$ cat src/rtl/hazard_control_if.sv
// hazard_control_if: pipeline status inputs and stall/flush/status outputs of the hazard unit
interface hazard_control_if;
  logic [1:0] ID_RS;
  logic [1:0] ID_RT;
  logic ID_Use_RS;
  logic ID_Use_RT;
  logic ID_Jump;
  logic EX_Mem_Read;
  logic [1:0] EX_RD;
  logic EX_Branch_Taken;
  logic EX_JRL;
  logic MEM_Busy;
  logic WB_Valid;
  logic WB_Halt;
  logic PC_Write;
  logic IFID_Write;
  logic IDEX_Write;
  logic EXMEM_Write;
  logic MEMWB_Write;
  logic IFID_Flush;
  logic IDEX_Flush;
  logic Halted;
  logic Error;
  logic [15:0] Stall_Count;
  logic [15:0] Retired_Count;
  modport master (
    output ID_RS, ID_RT, ID_Use_RS, ID_Use_RT, ID_Jump, EX_Mem_Read, EX_RD,
           EX_Branch_Taken, EX_JRL, MEM_Busy, WB_Valid, WB_Halt,
    input  PC_Write, IFID_Write, IDEX_Write, EXMEM_Write, MEMWB_Write,
           IFID_Flush, IDEX_Flush, Halted, Error, Stall_Count, Retired_Count
  );
  modport slave (
    input  ID_RS, ID_RT, ID_Use_RS, ID_Use_RT, ID_Jump, EX_Mem_Read, EX_RD,
           EX_Branch_Taken, EX_JRL, MEM_Busy, WB_Valid, WB_Halt,
    output PC_Write, IFID_Write, IDEX_Write, EXMEM_Write, MEMWB_Write,
           IFID_Flush, IDEX_Flush, Halted, Error, Stall_Count, Retired_Count
  );
endinterface

$ cat src/rtl/hazard_control.sv
// hazard_control: pipeline stall/flush control with memory-wait timeout, halt and perf counters
module hazard_control #(
  parameter int MAX_WAIT = 15
) (
  input logic clk,
  input logic reset_n,
  hazard_control_if.slave hc
);
  localparam int W = ($clog2(MAX_WAIT + 1) > 4) ? $clog2(MAX_WAIT + 1) : 4;
  typedef enum logic [1:0] {RUN, WAIT, HALT} state_t;
  state_t state, state_n;
  logic [W-1:0] wait_cnt, cnt_n;
  logic halted, halted_n, error, error_n;
  logic [15:0] stall_cnt, stall_n, retired_cnt, retired_n;
  logic load_use, redirect, freeze, active;
  logic [6:0] ctl;
  assign load_use = hc.EX_Mem_Read && ((hc.ID_Use_RS && hc.EX_RD == hc.ID_RS) ||
                                       (hc.ID_Use_RT && hc.EX_RD == hc.ID_RT));
  assign redirect = hc.EX_Branch_Taken || hc.EX_JRL;
  assign active = state != HALT;
  assign freeze = active && hc.MEM_Busy;
  // {PC, IFID, IDEX, EXMEM, MEMWB writes, IFID flush, IDEX flush}
  always_comb
    ctl = !reset_n       ? 7'b0000011 :
          !active        ? 7'b0000000 :
          freeze         ? 7'b0000000 :
          redirect       ? 7'b1111111 :
          load_use       ? 7'b0011101 :
          hc.ID_Jump     ? 7'b1111110 :
                           7'b1111100;
  assign {hc.PC_Write, hc.IFID_Write, hc.IDEX_Write, hc.EXMEM_Write, hc.MEMWB_Write,
          hc.IFID_Flush, hc.IDEX_Flush} = ctl;
  always_comb begin
    state_n = state;
    cnt_n = wait_cnt;
    halted_n = halted;
    error_n = error;
    if (active) begin
      if (hc.MEM_Busy) begin
        if (state == RUN) begin
          state_n = WAIT;
          cnt_n = W'(1);
        end else if (wait_cnt < W'(MAX_WAIT)) begin
          cnt_n = wait_cnt + W'(1);
        end else begin
          state_n = HALT;
          error_n = 1'b1;
        end
      end else begin
        state_n = RUN;
        cnt_n = '0;
        if (hc.WB_Valid && hc.WB_Halt) begin
          state_n = HALT;
          halted_n = 1'b1;
        end
      end
    end
  end
  // counters saturate rather than wrap; nothing counts once halted
  always_comb begin
    stall_n = (active && !ctl[6] && stall_cnt != 16'hFFFF) ? stall_cnt + 16'd1 : stall_cnt;
    retired_n = (active && !hc.MEM_Busy && hc.WB_Valid && retired_cnt != 16'hFFFF)
              ? retired_cnt + 16'd1 : retired_cnt;
  end
  always_ff @(posedge clk) begin
    if (!reset_n) begin
      state <= RUN;
      wait_cnt <= '0;
      halted <= 1'b0;
      error <= 1'b0;
      stall_cnt <= '0;
      retired_cnt <= '0;
    end else begin
      state <= state_n;
      wait_cnt <= cnt_n;
      halted <= halted_n;
      error <= error_n;
      stall_cnt <= stall_n;
      retired_cnt <= retired_n;
    end
  end
  assign hc.Halted = halted;
  assign hc.Error = error;
  assign hc.Stall_Count = stall_cnt;
  assign hc.Retired_Count = retired_cnt;
endmodule

$ cat src/flat_wrapper.sv
// flat-port wrapper written by rule: the top's interface ports become plain ports
module hazard_control_flat 
#(
  parameter int MAX_WAIT = 15
)
  (clk, reset_n, hc_ID_RS, hc_ID_RT, hc_ID_Use_RS, hc_ID_Use_RT, hc_ID_Jump, hc_EX_Mem_Read, hc_EX_RD, hc_EX_Branch_Taken, hc_EX_JRL, hc_MEM_Busy, hc_WB_Valid, hc_WB_Halt, hc_PC_Write, hc_IFID_Write, hc_IDEX_Write, hc_EXMEM_Write, hc_MEMWB_Write, hc_IFID_Flush, hc_IDEX_Flush, hc_Halted, hc_Error, hc_Stall_Count, hc_Retired_Count);
  hazard_control_if hc_i ();
  input logic clk;
  input logic reset_n;
  input wire logic [$bits(hc_i.ID_RS)-1:0] hc_ID_RS;
  input wire logic [$bits(hc_i.ID_RT)-1:0] hc_ID_RT;
  input wire logic [$bits(hc_i.ID_Use_RS)-1:0] hc_ID_Use_RS;
  input wire logic [$bits(hc_i.ID_Use_RT)-1:0] hc_ID_Use_RT;
  input wire logic [$bits(hc_i.ID_Jump)-1:0] hc_ID_Jump;
  input wire logic [$bits(hc_i.EX_Mem_Read)-1:0] hc_EX_Mem_Read;
  input wire logic [$bits(hc_i.EX_RD)-1:0] hc_EX_RD;
  input wire logic [$bits(hc_i.EX_Branch_Taken)-1:0] hc_EX_Branch_Taken;
  input wire logic [$bits(hc_i.EX_JRL)-1:0] hc_EX_JRL;
  input wire logic [$bits(hc_i.MEM_Busy)-1:0] hc_MEM_Busy;
  input wire logic [$bits(hc_i.WB_Valid)-1:0] hc_WB_Valid;
  input wire logic [$bits(hc_i.WB_Halt)-1:0] hc_WB_Halt;
  output wire logic [$bits(hc_i.PC_Write)-1:0] hc_PC_Write;
  output wire logic [$bits(hc_i.IFID_Write)-1:0] hc_IFID_Write;
  output wire logic [$bits(hc_i.IDEX_Write)-1:0] hc_IDEX_Write;
  output wire logic [$bits(hc_i.EXMEM_Write)-1:0] hc_EXMEM_Write;
  output wire logic [$bits(hc_i.MEMWB_Write)-1:0] hc_MEMWB_Write;
  output wire logic [$bits(hc_i.IFID_Flush)-1:0] hc_IFID_Flush;
  output wire logic [$bits(hc_i.IDEX_Flush)-1:0] hc_IDEX_Flush;
  output wire logic [$bits(hc_i.Halted)-1:0] hc_Halted;
  output wire logic [$bits(hc_i.Error)-1:0] hc_Error;
  output wire logic [$bits(hc_i.Stall_Count)-1:0] hc_Stall_Count;
  output wire logic [$bits(hc_i.Retired_Count)-1:0] hc_Retired_Count;
  assign hc_i.ID_RS = hc_ID_RS;
  assign hc_i.ID_RT = hc_ID_RT;
  assign hc_i.ID_Use_RS = hc_ID_Use_RS;
  assign hc_i.ID_Use_RT = hc_ID_Use_RT;
  assign hc_i.ID_Jump = hc_ID_Jump;
  assign hc_i.EX_Mem_Read = hc_EX_Mem_Read;
  assign hc_i.EX_RD = hc_EX_RD;
  assign hc_i.EX_Branch_Taken = hc_EX_Branch_Taken;
  assign hc_i.EX_JRL = hc_EX_JRL;
  assign hc_i.MEM_Busy = hc_MEM_Busy;
  assign hc_i.WB_Valid = hc_WB_Valid;
  assign hc_i.WB_Halt = hc_WB_Halt;
  assign hc_PC_Write = hc_i.PC_Write;
  assign hc_IFID_Write = hc_i.IFID_Write;
  assign hc_IDEX_Write = hc_i.IDEX_Write;
  assign hc_EXMEM_Write = hc_i.EXMEM_Write;
  assign hc_MEMWB_Write = hc_i.MEMWB_Write;
  assign hc_IFID_Flush = hc_i.IFID_Flush;
  assign hc_IDEX_Flush = hc_i.IDEX_Flush;
  assign hc_Halted = hc_i.Halted;
  assign hc_Error = hc_i.Error;
  assign hc_Stall_Count = hc_i.Stall_Count;
  assign hc_Retired_Count = hc_i.Retired_Count;
  hazard_control #(.MAX_WAIT(MAX_WAIT)) u_core (.clk(clk), .reset_n(reset_n), .hc(hc_i));
endmodule
$ cat config.mk
export PLATFORM = sky130hd
export DESIGN_NAME = hazard_control_flat
export DESIGN_NICKNAME = d
export VERILOG_FILES = /design/src/rtl/hazard_control_if.sv /design/src/rtl/hazard_control.sv /design/src/flat_wrapper.sv
export SDC_FILE = /design/constraint.sdc
export NUM_CORES = 1
export LEC_CHECK = 0
export CORE_MARGIN = 2
export CORE_UTILIZATION = 48
export CTS_CLUSTER_DIAMETER = 100
export CTS_CLUSTER_SIZE = 20
export DETAILED_ROUTE_END_ITERATION = 10
export HOLD_SLACK_MARGIN = 0.02
export PLACE_DENSITY = 0.79
export SLEW_MARGIN = 15
export SYNTH_ARGS = -nofsm -noshare
export SYNTH_HDL_FRONTEND = slang
export SYNTH_SLANG_ARGS = --single-unit
export TNS_END_PERCENT = 1
$ cat constraint.sdc
create_clock -name clk -period 2.55 [get_ports clk]
set_clock_uncertainty 0.05 [all_clocks]
set_input_delay 0.51 -clock clk [delete_from_list [all_inputs] [get_ports clk]]
set_output_delay 0.51 -clock clk [all_outputs]
set_load 0.01 [all_outputs]
# --- Word level (Yosys, flattened, before mapping) ---
# Index checks and enable logic that the tools add are counted.
op_classes:
  add_sub_neg: 3
  n_mul: 0
  n_div: 0
  order_cmp: 1
  n_eq_ne: 7
  shifts: 0
  mux: 13
  bitwise: 3
  reduce_logical: 19
op_table:
  columns: ["op", "n"]
  rows:
  - ["7-bit 2-to-1 mux", 5]
  - ["16-bit by 1-bit adder with 16-bit output, second input constant", 2]
  - ["16-bit != test, second input constant", 2]
  - ["4-bit 2-to-1 mux", 3]
  - ["1-bit logical AND", 10]
  - ["2-bit 2-to-1 mux", 5]
  - ["4-bit by 1-bit adder with 4-bit output, second input constant", 1]
  - ["2-bit equality test", 2]
  - ["4-bit less-than comparator, second input constant", 1]
  - ["2-bit AND reduction", 2]
  - ["4-bit AND reduction", 1]
  - ["3-bit by 1-bit != test with 1-bit output, second input constant", 1]
  - ["3-bit by 2-bit != test with 1-bit output, second input constant", 1]
  - ["1-bit inverter", 3]
  - ["3-bit AND reduction", 1]
  - ["1-bit logical NOT", 2]
  - ["2-bit logical NOT", 1]
  - ["1-bit logical OR", 2]
  - ["2-bit != test, second input constant", 1]
totals:
  reg_bits: 40
  latch_bits: 0
  mem_bits_rw: 0
  rom_bits: 0
  input_bits: 17
  output_inout_bits: 41
  word_cells: 52
  n_memories: 0

# --- Logic depth before layout (Yosys ltp) ---
depth:
  word_depth: 12
  ltp_mapped: 7
  ltp_nobuf: 6

# --- Worst setup path before layout ---
# Ideal clock, no wire load.
synth_timing:
  path_kind: "input-to-output"
  start: "input port hc_MEM_Busy"
  end: "output port hc_PC_Write"
  arrival_time_ns: 1.682
  t_required_ns: 1.990
  slack_ns: 0.308
  path_stages: 4
  path_buffers: 2
  path_cell_list: "clkbuf_1 -> nor3_1 -> and2_1 -> buf_4"
synth_via:
  elab_chain_len: 4
synth_lines:
  columns: ["element", "line_no", "text"]
  rows:
  - ["start: declaration", "flat_wrapper.sv:19", "input wire logic [$bits(hc_i.MEM_Busy)-1:0] hc_MEM_Busy;"]
  - ["1-bit logical AND", "hazard_control.sv:21", "assign freeze = active && hc.MEM_Busy;"]
  - ["7-bit 2-to-1 mux", "hazard_control.sv:26", "freeze ? 7'b0000000 :"]
  - ["7-bit 2-to-1 mux", "hazard_control.sv:25", "!active ? 7'b0000000 :"]
  - ["7-bit 2-to-1 mux", "hazard_control.sv:24", "ctl = !reset_n ? 7'b0000011 :"]
  - ["end: declaration", "flat_wrapper.sv:22", "output wire logic [$bits(hc_i.PC_Write)-1:0] hc_PC_Write;"]
# No other way between the ends.

# --- Worst setup path in the final report ---
layout_timing:
  start: "input port hc_ID_RT[0]"
  end: "output port hc_IFID_Flush"
layout_via:
  elab_chain_len: 9
layout_lines:
  columns: ["element", "line_no", "text"]
  rows:
  - ["start: declaration", "flat_wrapper.sv:11", "input wire logic [$bits(hc_i.ID_RT)-1:0] hc_ID_RT;"]
  - ["2-bit equality test", "hazard_control.sv:18", "(hc.ID_Use_RT && hc.EX_RD == hc.ID_RT));"]
  - ["1-bit logical AND", "hazard_control.sv:18", null]
  - ["1-bit logical OR", "hazard_control.sv:17", "assign load_use = hc.EX_Mem_Read && ((hc.ID_Use_RS && hc.EX_RD == hc.ID_RS) ||"]
  - ["1-bit logical AND", "hazard_control.sv:17", null]
  - ["7-bit 2-to-1 mux", "hazard_control.sv:28", "load_use ? 7'b0011101 :"]
  - ["7-bit 2-to-1 mux", "hazard_control.sv:27", "redirect ? 7'b1111111 :"]
  - ["7-bit 2-to-1 mux", "hazard_control.sv:26", null]
  - ["7-bit 2-to-1 mux", "hazard_control.sv:25", null]
  - ["7-bit 2-to-1 mux", "hazard_control.sv:24", null]
  - ["end: declaration", "flat_wrapper.sv:27", "output wire logic [$bits(hc_i.IFID_Flush)-1:0] hc_IFID_Flush;"]
# No other way between the ends.

==> flow_summary_export.csv <==
group,metric,value,unit
outcome,status,"complete, no violations",
worst_setup_path,reg2reg_slack,390,ps
sta,hold_viol,0,
yosys,synth_edf_count,0,
die,row_count,24,
cts,cts_tree,"done",
route,drt_iter0_markers,88,
sta,slew_headroom,61.6,%
yosys,ys.flop_type,"dfxtp_1",
worst_setup_path,start_kind,"input pin",
yosys,synth.area.top_cells,"dfxtp_1 (37%), nand2_1 (6.3%), xnor2_1 (6.1%)",
yosys,synth_top_family_by_area,"simple AND/OR/NAND/NOR gates",
cts,cts_buffers,5,
cells_and_area,n_antenna_cell,0,
worst_setup_path,worst-setup-path-type,"input pin to output port",
yosys,synth-compound-area-share,12.4,%
worst_setup_path,rr_worst_depth,6,
hold_path,holdCritStartpoint,"u_core.hc.Halted",
placed_design,place_area,2850,sq um
global_routing,gr-usage-met2,38.0,%
yosys,yosysMostFrequentCell,"dfxtp_1",
pwr,ir_drop,0.000326,V
global_routing,use_met3,5.56,%
route,wire_per_inst,14.0,microns
cts,clock-root-buffer,"clkbuf_8",
sta,rsz0062_at_grt,"yes",
global_routing,grt_use_total,21.5,%
die,dieArea,5050,sq um
die,start_util,49.5,%
global_routing,grt_max_degree,30,
route,wl,5340,microns
cells_and_area,fin_util,69.7,%
global_routing,grt_overflow,0,
cells_and_area,layout-drive-gt1-share,11.5,%
sta,tightest_slew,561,ps
cells_and_area,fin_nets,349,
placed_design,dp_slack,-336,ps
yosys,yosys.area_share.simple,31.6,%
worst_setup_path,crit_path_end_kind,"output port",
cts,cts_buffer_depth,2,
cts,clkTransAtPathRegs,80,ps
worst_setup_path,critPathRequiredTime,1990,ps
die,io_pins,58,
cts,ctsHtreeMaxLevel,2,
worst_setup_path,critPathMaxFanout,2,
global_routing,grtUsageMet1,25.6,%
yosys,postSynthAreaPerCell,8.23,sq um
hold_path,worstHoldEndpoint,"u_core.hc.Halted",
sta,post-route-min-period,2480,ps
flow_run,maxCapViolCount,0,
cts,clk_latency,290,ps
die,die_y,71.0,microns
yosys,synth_fa_ha_area_share,1.74,%
placed_design,dpl.hpwl,3840,microns
sta,worst_slack,73.4,ps
global_routing,grt_pass1_vias,2061,
yosys,yosys.area.top_type,"dfxtp_1",
yosys,syn_inst,262,
pwr,power_density,458,nW/um^2
yosys,synth_common_cells,"dfxtp_1 (40), nand2_1 (36), nor2_1 (24)",
global_routing,antenna_found_initial,0,
yosys,synth_xor_area_share,6.90,%
route,drc,0,
cells_and_area,stdcell_area,3040,sq um
yosys,synth_top_area_share,37.1,%
cells_and_area,fillerInstances,341,
yosys,synth.area.mux_share,5.57,%
route,vias_per_cell,5.65,
hold_path,hold_path_depth,2,
placed_design,io_buffers,57,
global_routing,grt_pass1_wl,8940,microns
route,first_pass_iters,4,
cts,postCtsHoldBufs,0,
sta,fmax,404,MHz
cells_and_area,fin_cells,382,
yosys,syn_nets,282,
yosys,synth_cell_types,43,
yosys,netlist_area,2160,sq um
route,vias,2158,
global_routing,globalRoute.busiestLayer,"met2",
yosys,synth-seq-cells,40,
sta,finalCritPeriodShare,97.1,%
placed_design,dp.cells,374,
worst_setup_path,rr_endpoint,"u_core.hc.Stall_Count[15]",
sta,slew_violations,0,
cts,post-cts-setup-buffer-count,0,
hold_path,hold_class,"flop to flop",
yosys,yosys_warnings,0,
sta,setup_viol,0,
die,die_w,71.0,microns
placed_design,place_congestion,0.833,
yosys,ys_seq_area_share,37.1,%
die,core,4350,sq um
yosys,ys_async_sr_fraction,0,%
cts,clock_sinks,40,
route,drtAntennaViolNets,0,
pwr,power.leakage,1.18,nW
worst_setup_path,cp_data_arrival_time,1920,ps
cells_and_area,syn2layout_area_growth,40.8,%
worst_setup_path,r2r_start,"u_core.hc.Stall_Count[0]",
[worst max-delay path, stage by stage]
cell and delay, ps:
clkdlybuf4s50_1 420, xnor2_1 200, nand3_1 110, a21boi_2 160, o21ai_1 80, a21o_1 170
dlygate4sd2_1 270
[layout make-up]
type / count / area (sq um) / area share, %
Multi-Input combinational cell: 200 / 1300 / 42.8
Sequential cell: 40 / 801 / 26.4
Timing Repair Buffer: 74 / 716 / 23.6
Clock buffer: 7 / 96.3 / 3.17
Tap cell: 52 / 65.1 / 2.14
Clock inverter: 1 / 30.0 / 0.989
Inverter: 8 / 30.0 / 0.989
[worst max-delay path by stage]
stage / from / end / slack [ps] / cells past startpoint
3_3_place_gp: hc_EX_RD[0] / hc_IFID_Flush / -260 / 7
5_1_grt: hc_ID_RT[0] / hc_IFID_Flush / -20 / 7
2_1_floorplan: hc_MEM_Busy / hc_PC_Write / 310 / 4
3_5_place_dp: hc_EX_RD[1] / hc_IFID_Flush / -340 / 7
6_report: hc_ID_RT[0] / hc_IFID_Flush / 70 / 7
4_1_cts: hc_EX_RD[1] / hc_IFID_Flush / -30 / 7
[what timing repair did]
item	4_1_cts	5_1_grt
resized for setup	7	15
endpoints found under the setup margin	7	6
pin swaps	1	5
[registers in the layout, summed over array words and instances, names as in the netlist]
register and flops:
u_core.hc.Error 1, u_core.wait_cnt 4, u_core.hc.Retired_Count 16, u_core.hc.Stall_Count 16, u_core.state 2, u_core.hc.Halted 1
[power by group]
part           switching (mW)  internal [mW]
combinational          0.0861         0.0919
clock                   0.216          0.345
sequential             0.0148          0.636
total                   0.317           1.07
[metrics by stage]
step | setup TNS [ps] | hold WS (ps) | total power [mW]
2_1_floorplan | 0 | 437 | 0.750
3_3_place_gp | -905 | 405 | 0.836
3_5_place_dp | -1220 | 410 | 0.840
4_1_cts | -28.7 | 428 | 1.40
5_1_grt | -39.1 | 460 | 1.45
6_report | 0 | 426 | 1.39
[per-layer routing]
layer	wire length, microns	up-vias
met1	2420	1003
met4	33	0
li1	-	1086
met5	0	-
met2	2590	65
met3	304	4
[logic make-up after synthesis]
| group | after synthesis |
|---|---|
| AOI/OAI and AO/OA | 39 |
| adders and majority gates | 3 |
| and+or+nand+nor | 129 |
| buffers and inverters | 22 |
| xor gates and xnor gates | 17 |
| muxes | 12 |
| DFF | 40 |
[cells in the final DEF (no fill, tap or decap), types with 2 or more instances in the layout]
cell type | synthesis | routed
buf_4 | 4 | 17
nand4_2 | 2 | 2
nor4b_1 | 3 | 3
a211oi_1 | 5 | 5
a31oi_1 | 3 | 3
nor3_1 | 6 | 5
dlygate4sd2_1 | 0 | 4
o21ai_0 | 3 | 2
o2111ai_1 | 2 | 2
and3_1 | 3 | 3
ha_1 | 3 | 3
clkbuf_8 | 0 | 7
nor2_1 | 24 | 24
a2111oi_0 | 3 | 3
mux2i_1 | 12 | 12
dlymetal6s2s_1 | 0 | 9
xnor2_1 | 15 | 12
nand3_1 | 11 | 11
inv_1 | 7 | 7
xnor2_2 | 0 | 3
clkdlybuf4s50_1 | 0 | 44
xor2_1 | 2 | 2
a21oi_1 | 11 | 11
nor4_1 | 7 | 7
or4_1 | 7 | 7
dfxtp_1 | 40 | 40
nand2_1 | 36 | 36
nand2b_1 | 8 | 8
and2_1 | 2 | 2
o31ai_1 | 6 | 6
nand4_1 | 10 | 10
and4_1 | 4 | 4
(Power assumes the default switching activity.)
